`config.mk`:
```
export PLATFORM = sky130hd
export DESIGN_NAME = sensor_request_flat
export DESIGN_NICKNAME = d
export VERILOG_FILES = /design/src/rtl/sensor_request_if.sv /design/src/rtl/sensor_request.sv /design/src/flat_wrapper.sv
export SDC_FILE = /design/constraint.sdc
export NUM_CORES = 1
export LEC_CHECK = 0
export BUFFER_PORTS_ARGS = -buffer_cell sky130_fd_sc_hd__clkbuf_2
export CAP_MARGIN = 40
export CORE_UTILIZATION = 48
export CTS_CLUSTER_DIAMETER = 150
export CTS_CLUSTER_SIZE = 14
export DETAILED_ROUTE_END_ITERATION = 16
export GPL_ROUTABILITY_DRIVEN = 0
export GPL_TIMING_DRIVEN = 0
export PLACE_DENSITY = 0.68
export SYNTH_ARGS = -nofsm -noshare
export SYNTH_HDL_FRONTEND = slang
export SYNTH_SLANG_ARGS = --single-unit
```
`constraint.sdc`:
```
create_clock -name clk -period 1.7 [get_ports clk]
set_input_delay 0.34 -clock clk [delete_from_list [all_inputs] [get_ports clk]]
set_output_delay 0.34 -clock clk [all_outputs]
set_load 0.01 [all_outputs]
```
`src/rtl/sensor_request_if.sv`:
```
// Bundle of sensor inputs, phase-FSM handshake and debug outputs for sensor_request.
interface sensor_request_if;
  logic       car_sensor_raw;
  logic       ped_button_raw;
  logic [1:0] phase_ack;
  logic [1:0] go_control;
  logic       car_level;
  logic [7:0] car_count;

  modport master (
    output car_sensor_raw, ped_button_raw, phase_ack,
    input  go_control, car_level, car_count
  );

  modport slave (
    input  car_sensor_raw, ped_button_raw, phase_ack,
    output go_control, car_level, car_count
  );
endinterface

```
`src/rtl/sensor_request.sv`:
```
// Synchronizes and debounces car/pedestrian inputs and latches requests until acked.
// Pedestrian path is built only when SENSOR_REQUEST_PED_EN is defined.
module sensor_request #(
  parameter int DEBOUNCE_CYCLES = 500000,
  parameter int CNT_W           = 20
) (
  input logic        clk,
  input logic        reset,
  sensor_request_if.slave bus
);

  localparam logic [CNT_W-1:0] CNT_MAX = CNT_W'(DEBOUNCE_CYCLES - 1);

  logic [1:0]       car_sync_q;
  logic [CNT_W-1:0] car_cnt_q, car_cnt_d;
  logic             car_lvl_q, car_lvl_d;
  logic             car_prev_q;
  logic             car_rise;
  logic [7:0]       car_count_q, car_count_d;
  logic [1:0]       go_q, go_d;

  // Level toggles on the cycle the mismatch count would reach DEBOUNCE_CYCLES
  always_comb begin
    car_cnt_d = car_cnt_q;
    car_lvl_d = car_lvl_q;
    if (car_sync_q[1] == car_lvl_q) begin
      car_cnt_d = '0;
    end else if (car_cnt_q == CNT_MAX) begin
      car_cnt_d = '0;
      car_lvl_d = ~car_lvl_q;
    end else begin
      car_cnt_d = car_cnt_q + CNT_W'(1);
    end
  end

  assign car_rise = car_lvl_q & ~car_prev_q;

  // Ack and arrival in the same cycle leaves exactly one arrival counted
  always_comb begin
    car_count_d = car_count_q;
    if (bus.phase_ack[0]) begin
      car_count_d = car_rise ? 8'd1 : 8'd0;
    end else if (car_rise && car_count_q != 8'hFF) begin
      car_count_d = car_count_q + 8'd1;
    end
  end

  always_ff @(posedge clk) begin
    if (reset) begin
      car_sync_q  <= '0;
      car_cnt_q   <= '0;
      car_lvl_q   <= 1'b0;
      car_prev_q  <= 1'b0;
      car_count_q <= '0;
    end else begin
      car_sync_q  <= {car_sync_q[0], bus.car_sensor_raw};
      car_cnt_q   <= car_cnt_d;
      car_lvl_q   <= car_lvl_d;
      car_prev_q  <= car_lvl_q;
      car_count_q <= car_count_d;
    end
  end

`ifdef SENSOR_REQUEST_PED_EN
  logic [1:0]       ped_sync_q;
  logic [CNT_W-1:0] ped_cnt_q, ped_cnt_d;
  logic             ped_lvl_q, ped_lvl_d;
  logic             ped_prev_q;
  logic             ped_rise;

  always_comb begin
    ped_cnt_d = ped_cnt_q;
    ped_lvl_d = ped_lvl_q;
    if (ped_sync_q[1] == ped_lvl_q) begin
      ped_cnt_d = '0;
    end else if (ped_cnt_q == CNT_MAX) begin
      ped_cnt_d = '0;
      ped_lvl_d = ~ped_lvl_q;
    end else begin
      ped_cnt_d = ped_cnt_q + CNT_W'(1);
    end
  end

  assign ped_rise = ped_lvl_q & ~ped_prev_q;

  always_ff @(posedge clk) begin
    if (reset) begin
      ped_sync_q <= '0;
      ped_cnt_q  <= '0;
      ped_lvl_q  <= 1'b0;
      ped_prev_q <= 1'b0;
    end else begin
      ped_sync_q <= {ped_sync_q[0], bus.ped_button_raw};
      ped_cnt_q  <= ped_cnt_d;
      ped_lvl_q  <= ped_lvl_d;
      ped_prev_q <= ped_lvl_q;
    end
  end
`else
  logic unused_ped;
  assign unused_ped = bus.ped_button_raw ^ bus.phase_ack[1];
`endif

  // A new rising edge wins over a coincident ack
  always_comb begin
    go_d[0] = car_rise | (go_q[0] & ~bus.phase_ack[0]);
`ifdef SENSOR_REQUEST_PED_EN
    go_d[1] = ped_rise | (go_q[1] & ~bus.phase_ack[1]);
`else
    go_d[1] = 1'b0;
`endif
  end

  always_ff @(posedge clk) begin
    if (reset) begin
      go_q <= '0;
    end else begin
      go_q <= go_d;
    end
  end

  assign bus.go_control = go_q;
  assign bus.car_level  = car_lvl_q;
  assign bus.car_count  = car_count_q;

endmodule

```
`src/flat_wrapper.sv`:
```
// flat-port wrapper written by rule: the top's interface ports become plain ports
module sensor_request_flat 
#(
  parameter int DEBOUNCE_CYCLES = 500000,
  parameter int CNT_W           = 20
)
  (clk, reset, bus_car_sensor_raw, bus_ped_button_raw, bus_phase_ack, bus_go_control, bus_car_level, bus_car_count);
  sensor_request_if bus_i ();
  input logic clk;
  input logic reset;
  input wire logic [$bits(bus_i.car_sensor_raw)-1:0] bus_car_sensor_raw;
  input wire logic [$bits(bus_i.ped_button_raw)-1:0] bus_ped_button_raw;
  input wire logic [$bits(bus_i.phase_ack)-1:0] bus_phase_ack;
  output wire logic [$bits(bus_i.go_control)-1:0] bus_go_control;
  output wire logic [$bits(bus_i.car_level)-1:0] bus_car_level;
  output wire logic [$bits(bus_i.car_count)-1:0] bus_car_count;
  assign bus_i.car_sensor_raw = bus_car_sensor_raw;
  assign bus_i.ped_button_raw = bus_ped_button_raw;
  assign bus_i.phase_ack = bus_phase_ack;
  assign bus_go_control = bus_i.go_control;
  assign bus_car_level = bus_i.car_level;
  assign bus_car_count = bus_i.car_count;
  sensor_request #(.DEBOUNCE_CYCLES(DEBOUNCE_CYCLES), .CNT_W(CNT_W)) u_core (.clk(clk), .reset(reset), .bus(bus_i));
endmodule
```
==> impl_metrics.yaml, run 1 <==
floorplan:
  die_h_um: 58.8
  start_util: 0.507
  num_io_pins: 17
  core_area_um2: 3050
  die-area_um2: 3460
  rows: 20
  die_w_um: 58.8
final_layout:
  fin_nets: 206
  multi_input_area_um2: 923
  fillers: 286
  drive_gt1_frac: 0.268
  synthToLayoutAreaGrowth_pct: 19.9
  antenna_cells: 0
  layout.cells.non_filler: 242
  seqCellArea_um2: 667
routing:
  drc_errors: 0
  wl_per_cell_um: 13.0
  met1_length_mm: 1.51
  met2_wirelength_mm: 1.49
  drt_pre_antenna_iters: 4
  vias: 1274
  dr.max_layer_used: "met4"
  ant_nets: 0
  drtIter0Drc: 46
  routed_wl_mm: 3.14
  via_per_inst: 5.26
  routed-wl-met3_um: 95
power:
  power_density_nw_per_um2: 672
  finalPower_uw: 1250
  p_leak_uw: 0.000641
  ir_worst_vdd_v: 0.000503
sta:
  finalMaxSlewViolations: 0
  setup_viol: 0
  fin_hold_ws_ps: 226
  fin_setup_tns_ps: 0
  min_period_ps: 1650
  hold_violations: 0
  period_share: 0.970
  clock_skew_ps: 9.94
  max_freq_mhz: 607
grt:
  antenna_found_initial: 0
  grt_max_degree: 11
  grt_usage: 0.193
  grt_pass1_vias: 1113
  grt_pass1_wl_mm: 4.93
  grt_overflow: 0
cts:
  path_clk_slew_ps: 100
  numCtsBuffers: 5
  cts_tree: "yes"
  clockBufferDepth: 2
  clock_latency_ps: 330
  h-tree-depth: 2
  cts-root-buf: "clkbuf_4"
  clock_sinks: 33
worst_setup_path:
  worstPathArrival_ps: 1870
  critPathKind: "flip-flop to flip-flop"
  crit_required_ps: 1920
  crit_path_max_fanout: 4
  worstSetupEndpointType: "flip-flop"
  start_kind: "flip-flop"
run:
  drv_cap: 0
logic_synthesis:
  syn_nets: 180
  synth_top_cell_area_share: 0.426
  synth-seq-cells: 33
  syn_inst: 172
  yosysWarnings: 0
  post_synth_num_cell_types: 43
  yosysSeqAreaShare: 0.426
  yosys.area.top_type: "dfxtp_1"
  postSynthAreaPerCell_um2: 9.01
  synth_area_leaders: "dfxtp_1, xnor2_1, nor2_1"
  syn_area_um2: 1550
worst_hold_path:
  min_path_type: "input pin to flip-flop"
placement:
  placed_cells: 229
  io_buffers: 13
  dp_hpwl_mm: 2.24
outcome:
  status: "complete, no violations"
-- critical path, stage by stage (launching register included) --
cell	delay [ps]
dfxtp_1	450
nor4bb_4	390
nand3_2	190
nor2_4	160
mux2_2	340
-- what timing repair did --
item | CTS | global route
resized for setup | 5 | 16
pin swaps | 2 | 5
endpoints found under the hold margin | 0 | 0
cloned | 0 | 0
setup endpoints to repair | 13 | 14
hold buffers | 0 | 0
setup buffers | 2 | 4
-- routing by layer --
metal,up-vias,GRT usage
met3,5,0.0462
met2,14,0.291
met1,591,0.261
met5,-,0
met4,0,0.0918
li1,664,-
-- cell usage in the layout (no fill, tap or decap), types with 3 or more instances in the layout --
cell type	count
dfxtp_2	5
nor2b_1	6
clkbuf_1	3
clkbuf_2	13
nand3_1	7
mux2i_1	4
a21oi_1	6
dfxtp_1	28
clkbuf_4	5
buf_4	8
inv_1	5
xor2_1	3
nor4_1	5
nor3_1	10
nor2_1	26
nand2_1	8
nand4_1	4
xnor2_1	13
-- final timing paths --
check	start	to	slack [ps]	cells after the start
worst max-delay path	u_core.car_cnt_q[13]$_SDFF_PP0_	u_core.bus.car_level$_SDFFE_PP0P_	50	4
worst max register to register	u_core.car_cnt_q[13]$_SDFF_PP0_	u_core.bus.car_level$_SDFFE_PP0P_	50	4
worst min register to register	u_core.car_cnt_q[0]$_SDFF_PP0_	u_core.car_cnt_q[0]$_SDFF_PP0_	440	1
worst min-delay path	bus_car_sensor_raw	u_core.car_sync_q[0]$_SDFF_PP0_	230	2
-- synth_stat cells (all sizes together) --
cell	number
a2111oi	1
a211oi	2
a21oi	6
a31o	1
a31oi	1
and3	4
and4	1
and4b	1
buf	3
clkbuf	2
conb	1
dfxtp	33
ha	2
inv	5
mux2	1
mux2i	4
nand2	8
nand2b	2
nand3	10
nand4	6
nand4b	1
nor2	27
nor2b	6
nor3	10
nor4	7
nor4b	2
nor4bb	2
o21ai	2
o221ai	2
o31ai	1
or2	1
or3	1
xnor2	13
xor2	3
-- sequential cells by signal, indices dropped and copies added, names as in the netlist --
signal,count
u_core.car_prev_q,1
u_core.bus.car_level,1
u_core.bus.car_count,8
u_core.car_sync_q,2
u_core.bus.go_control,1
u_core.car_cnt_q,20
-- per-stage QoR --
stage / utilization / area (um2) / worst slack, ps
detailed placement: 0.547 / 1670 / -193
global route: 0.608 / 1860 / -7.22
finish: 0.608 / 1860 / 51.8
global placement: 0.547 / 1670 / -155
floorplan: - / 1550 / 98.0
CTS: 0.577 / 1760 / 0.383
-- kinds of logic after synthesis --
logic type      after synthesis  synth area share
compound gates               16            0.0670
xor+xnor                     16            0.0905
fa+ha+maj                     2            0.0162
buf+inv                      10            0.0283
flops                        33             0.426
mux                           5            0.0331
other cells                   1           0.00242
simple gates                 89             0.336
-- area by class of cell --
type	instances	area share
Tap cell	44	0.0296
Clock buffer	7	0.0296
Inverter	5	0.0101
Timing Repair Buffer	19	0.0593
Multi-Input combinational cell	129	0.497
Buffer	5	0.0148
Sequential cell	33	0.359
-- where the power goes --
group          switching, uW  internal, uW  total [uW]
clock network            249           195         444
logic                   14.9          11.2        26.1
registers               1.50           775         777
total                    265           982        1250
Power figures use the tool's default switching activity.
==> run 2: changes to the inputs <==
--- a/config.mk
+++ b/config.mk
@@ -7,6 +7,7 @@
 export LEC_CHECK = 0
 export BUFFER_PORTS_ARGS = -buffer_cell sky130_fd_sc_hd__clkbuf_2
 export CAP_MARGIN = 40
+export CORE_MARGIN = 3
 export CORE_UTILIZATION = 48
 export CTS_CLUSTER_DIAMETER = 150
 export CTS_CLUSTER_SIZE = 14
==> impl_metrics.yaml, run 2 (synthesis gave the netlist of run 1 again) <==
sta:
  grt_setup_unrepaired: "no"
  period_share: 0.948
  finalMaxSlewViolations: 0
  max_freq_mhz: 620
  clock_skew_ps: 5.63
  final.setup.worst_slack_ps: 87.9
  min_period_ps: 1610
  fin_setup_tns_ps: 0
  setup_viol: 0
  hold_violations: 0
worst_hold_path:
  min_path_type: "input pin to flip-flop"
  min_path_cells: 2
  min_to: "u_core.car_sync_q[0]$_SDFF_PP0_"
  min_from: "bus_car_sensor_raw"
routing:
  drc_errors: 0
  routed_wl_mm: 2.98
  drtIter0Drc: 50
  ant_nets: 0
  vias: 1308
  via_per_inst: 5.40
  wl_per_cell_um: 12.3
  drt_pre_antenna_iters: 4
worst_setup_path:
  r2r-start: "u_core.car_cnt_q[8]$_SDFF_PP0_"
  regToRegSetupSlack_ps: 90
  critPathKind: "flip-flop to flip-flop"
  crit_required_ps: 1920
  worstSetupEndpointType: "flip-flop"
  slowest_stage: "mux2_2"
  worstPathArrival_ps: 1840
  critPathMaxStageDelay_ps: 340
  crit_path_max_fanout: 7
  r2r-end: "u_core.bus.car_level$_SDFFE_PP0P_"
  crit_path_cell_trace: "buf_2 > nor4bb_4 > nand3_2 > nor2_4 > mux2_2"
  r2r_cells: 5
  start_kind: "flip-flop"
power:
  power_frac_seq: 0.599
  p_comb_frac: 0.021
  ir_worst_vdd_v: 0.000482
  clkPwrFrac: 0.380
  p_sw_uw: 271
  netSwitchingFraction: 0.209
  p_leak_uw: 0.000654
  power_density_nw_per_um2: 695
  internal_power_uw: 1030
cts:
  numCtsBuffers: 5
  path_clk_slew_ps: 90
  cts_tree: "yes"
  clock_latency_ps: 330
  h-tree-depth: 2
  clock_sinks: 33
  cts-root-buf: "clkbuf_4"
  clockBufferDepth: 2
final_layout:
  antenna_cells: 0
  final_common_cell: "dfxtp_1"
  regMostFlops: "u_core.car_cnt_q"
  synthToLayoutAreaGrowth_pct: 20.5
  mostFrequentLayoutCells: "dfxtp_1, nor2_1, xnor2_1, clkbuf_2, nor3_1"
  fin_nets: 207
  drive_gt1_frac: 0.260
  largest_reg_flops: 20
grt:
  grt_overflow: 0
  grt_usage: 0.160
  grt_pass1_wl_mm: 5.03
  grt_pass1_vias: 1113
  grt_max_degree: 11
  antenna_found_initial: 0
floorplan:
  die-area_um2: 3940
  rows: 19
  die_h_um: 62.8
  core_area_um2: 2920
  num_io_pins: 17
  start_util: 0.530
  die_w_um: 62.8
placement:
  dp_hpwl_mm: 2.13
  io_buffers: 13
  place_ws_ps: -135
run:
  drv_cap: 0
outcome:
  status: "complete, no violations"
==> run 2: worst max-delay path by stage <==
stage	start	endpoint	cells past startpoint
finish	u_core.car_cnt_q[8]$_SDFF_PP0_	u_core.bus.car_level$_SDFFE_PP0P_	5
floorplan	u_core.car_cnt_q[0]$_SDFF_PP0_	u_core.car_cnt_q[18]$_SDFF_PP0_	5
detailed placement	u_core.car_cnt_q[0]$_SDFF_PP0_	u_core.car_cnt_q[18]$_SDFF_PP0_	5
global placement	u_core.car_cnt_q[8]$_SDFF_PP0_	u_core.car_cnt_q[15]$_SDFF_PP0_	6
CTS	u_core.car_cnt_q[0]$_SDFF_PP0_	u_core.bus.car_level$_SDFFE_PP0P_	5
global route	u_core.car_cnt_q[6]$_SDFF_PP0_	u_core.car_cnt_q[18]$_SDFF_PP0_	4
==> run 2: area by class of cell <==
type,count,area [um2]
fillers,248,1060
plain buffers,5,27.5
clock inverters,1,5.00
clock buffers,7,65.1
flip-flops and latches,33,666
repair buffers,20,118
well taps,42,52.6
multi-input cells,129,915
inverters,5,18.8
==> run 2: stage by stage <==
stage | utilization | hold slack [ps] | cell area (um2) | instances | power, uW
6_report | 0.638 | 229 | 1870 | 242 | 1300
5_1_grt | 0.638 | 233 | 1870 | 242 | 1360
4_1_cts | 0.609 | 215 | 1780 | 236 | 1310
3_5_place_dp | 0.570 | 451 | 1670 | 227 | 820
3_3_place_gp | 0.570 | 436 | 1670 | 227 | 819
2_1_floorplan | - | 414 | 1550 | 172 | 811
==> run 2: power by group through the flow <==
stage / Clock (uW) / Sequential, uW / Combinational, uW
floorplan: 0 / 794 / 16.4
global placement: 0 / 795 / 24.1
detailed placement: 0 / 795 / 25.1
CTS: 507 / 777 / 26.4
global route: 554 / 778 / 30.4
finish: 494 / 777 / 26.6
==> run 2: worst max-delay path, delay by kind of cell, from the launching register on <==
family | cells | cell delay [ps]
DFF | 1 | 310
buffers and inverters | 1 | 180
and+or+nand+nor | 3 | 670
muxes | 1 | 340
==> run 2: what timing repair did <==
item,4_1_cts,5_1_grt
resized for setup,7,11
setup buffers,1,6
hold buffers,0,0
endpoints found under the setup margin,12,14
pin swaps,2,4
==> run 2: routing by layer <==
metal	vias up	wire, um	part of all wire	global-route usage
met5	-	0	0	0
met4	0	61	0.020	0.0579
met3	7	130	0.044	0.0576
met2	23	1320	0.44	0.238
met1	611	1470	0.49	0.212
li1	667	-	-	-
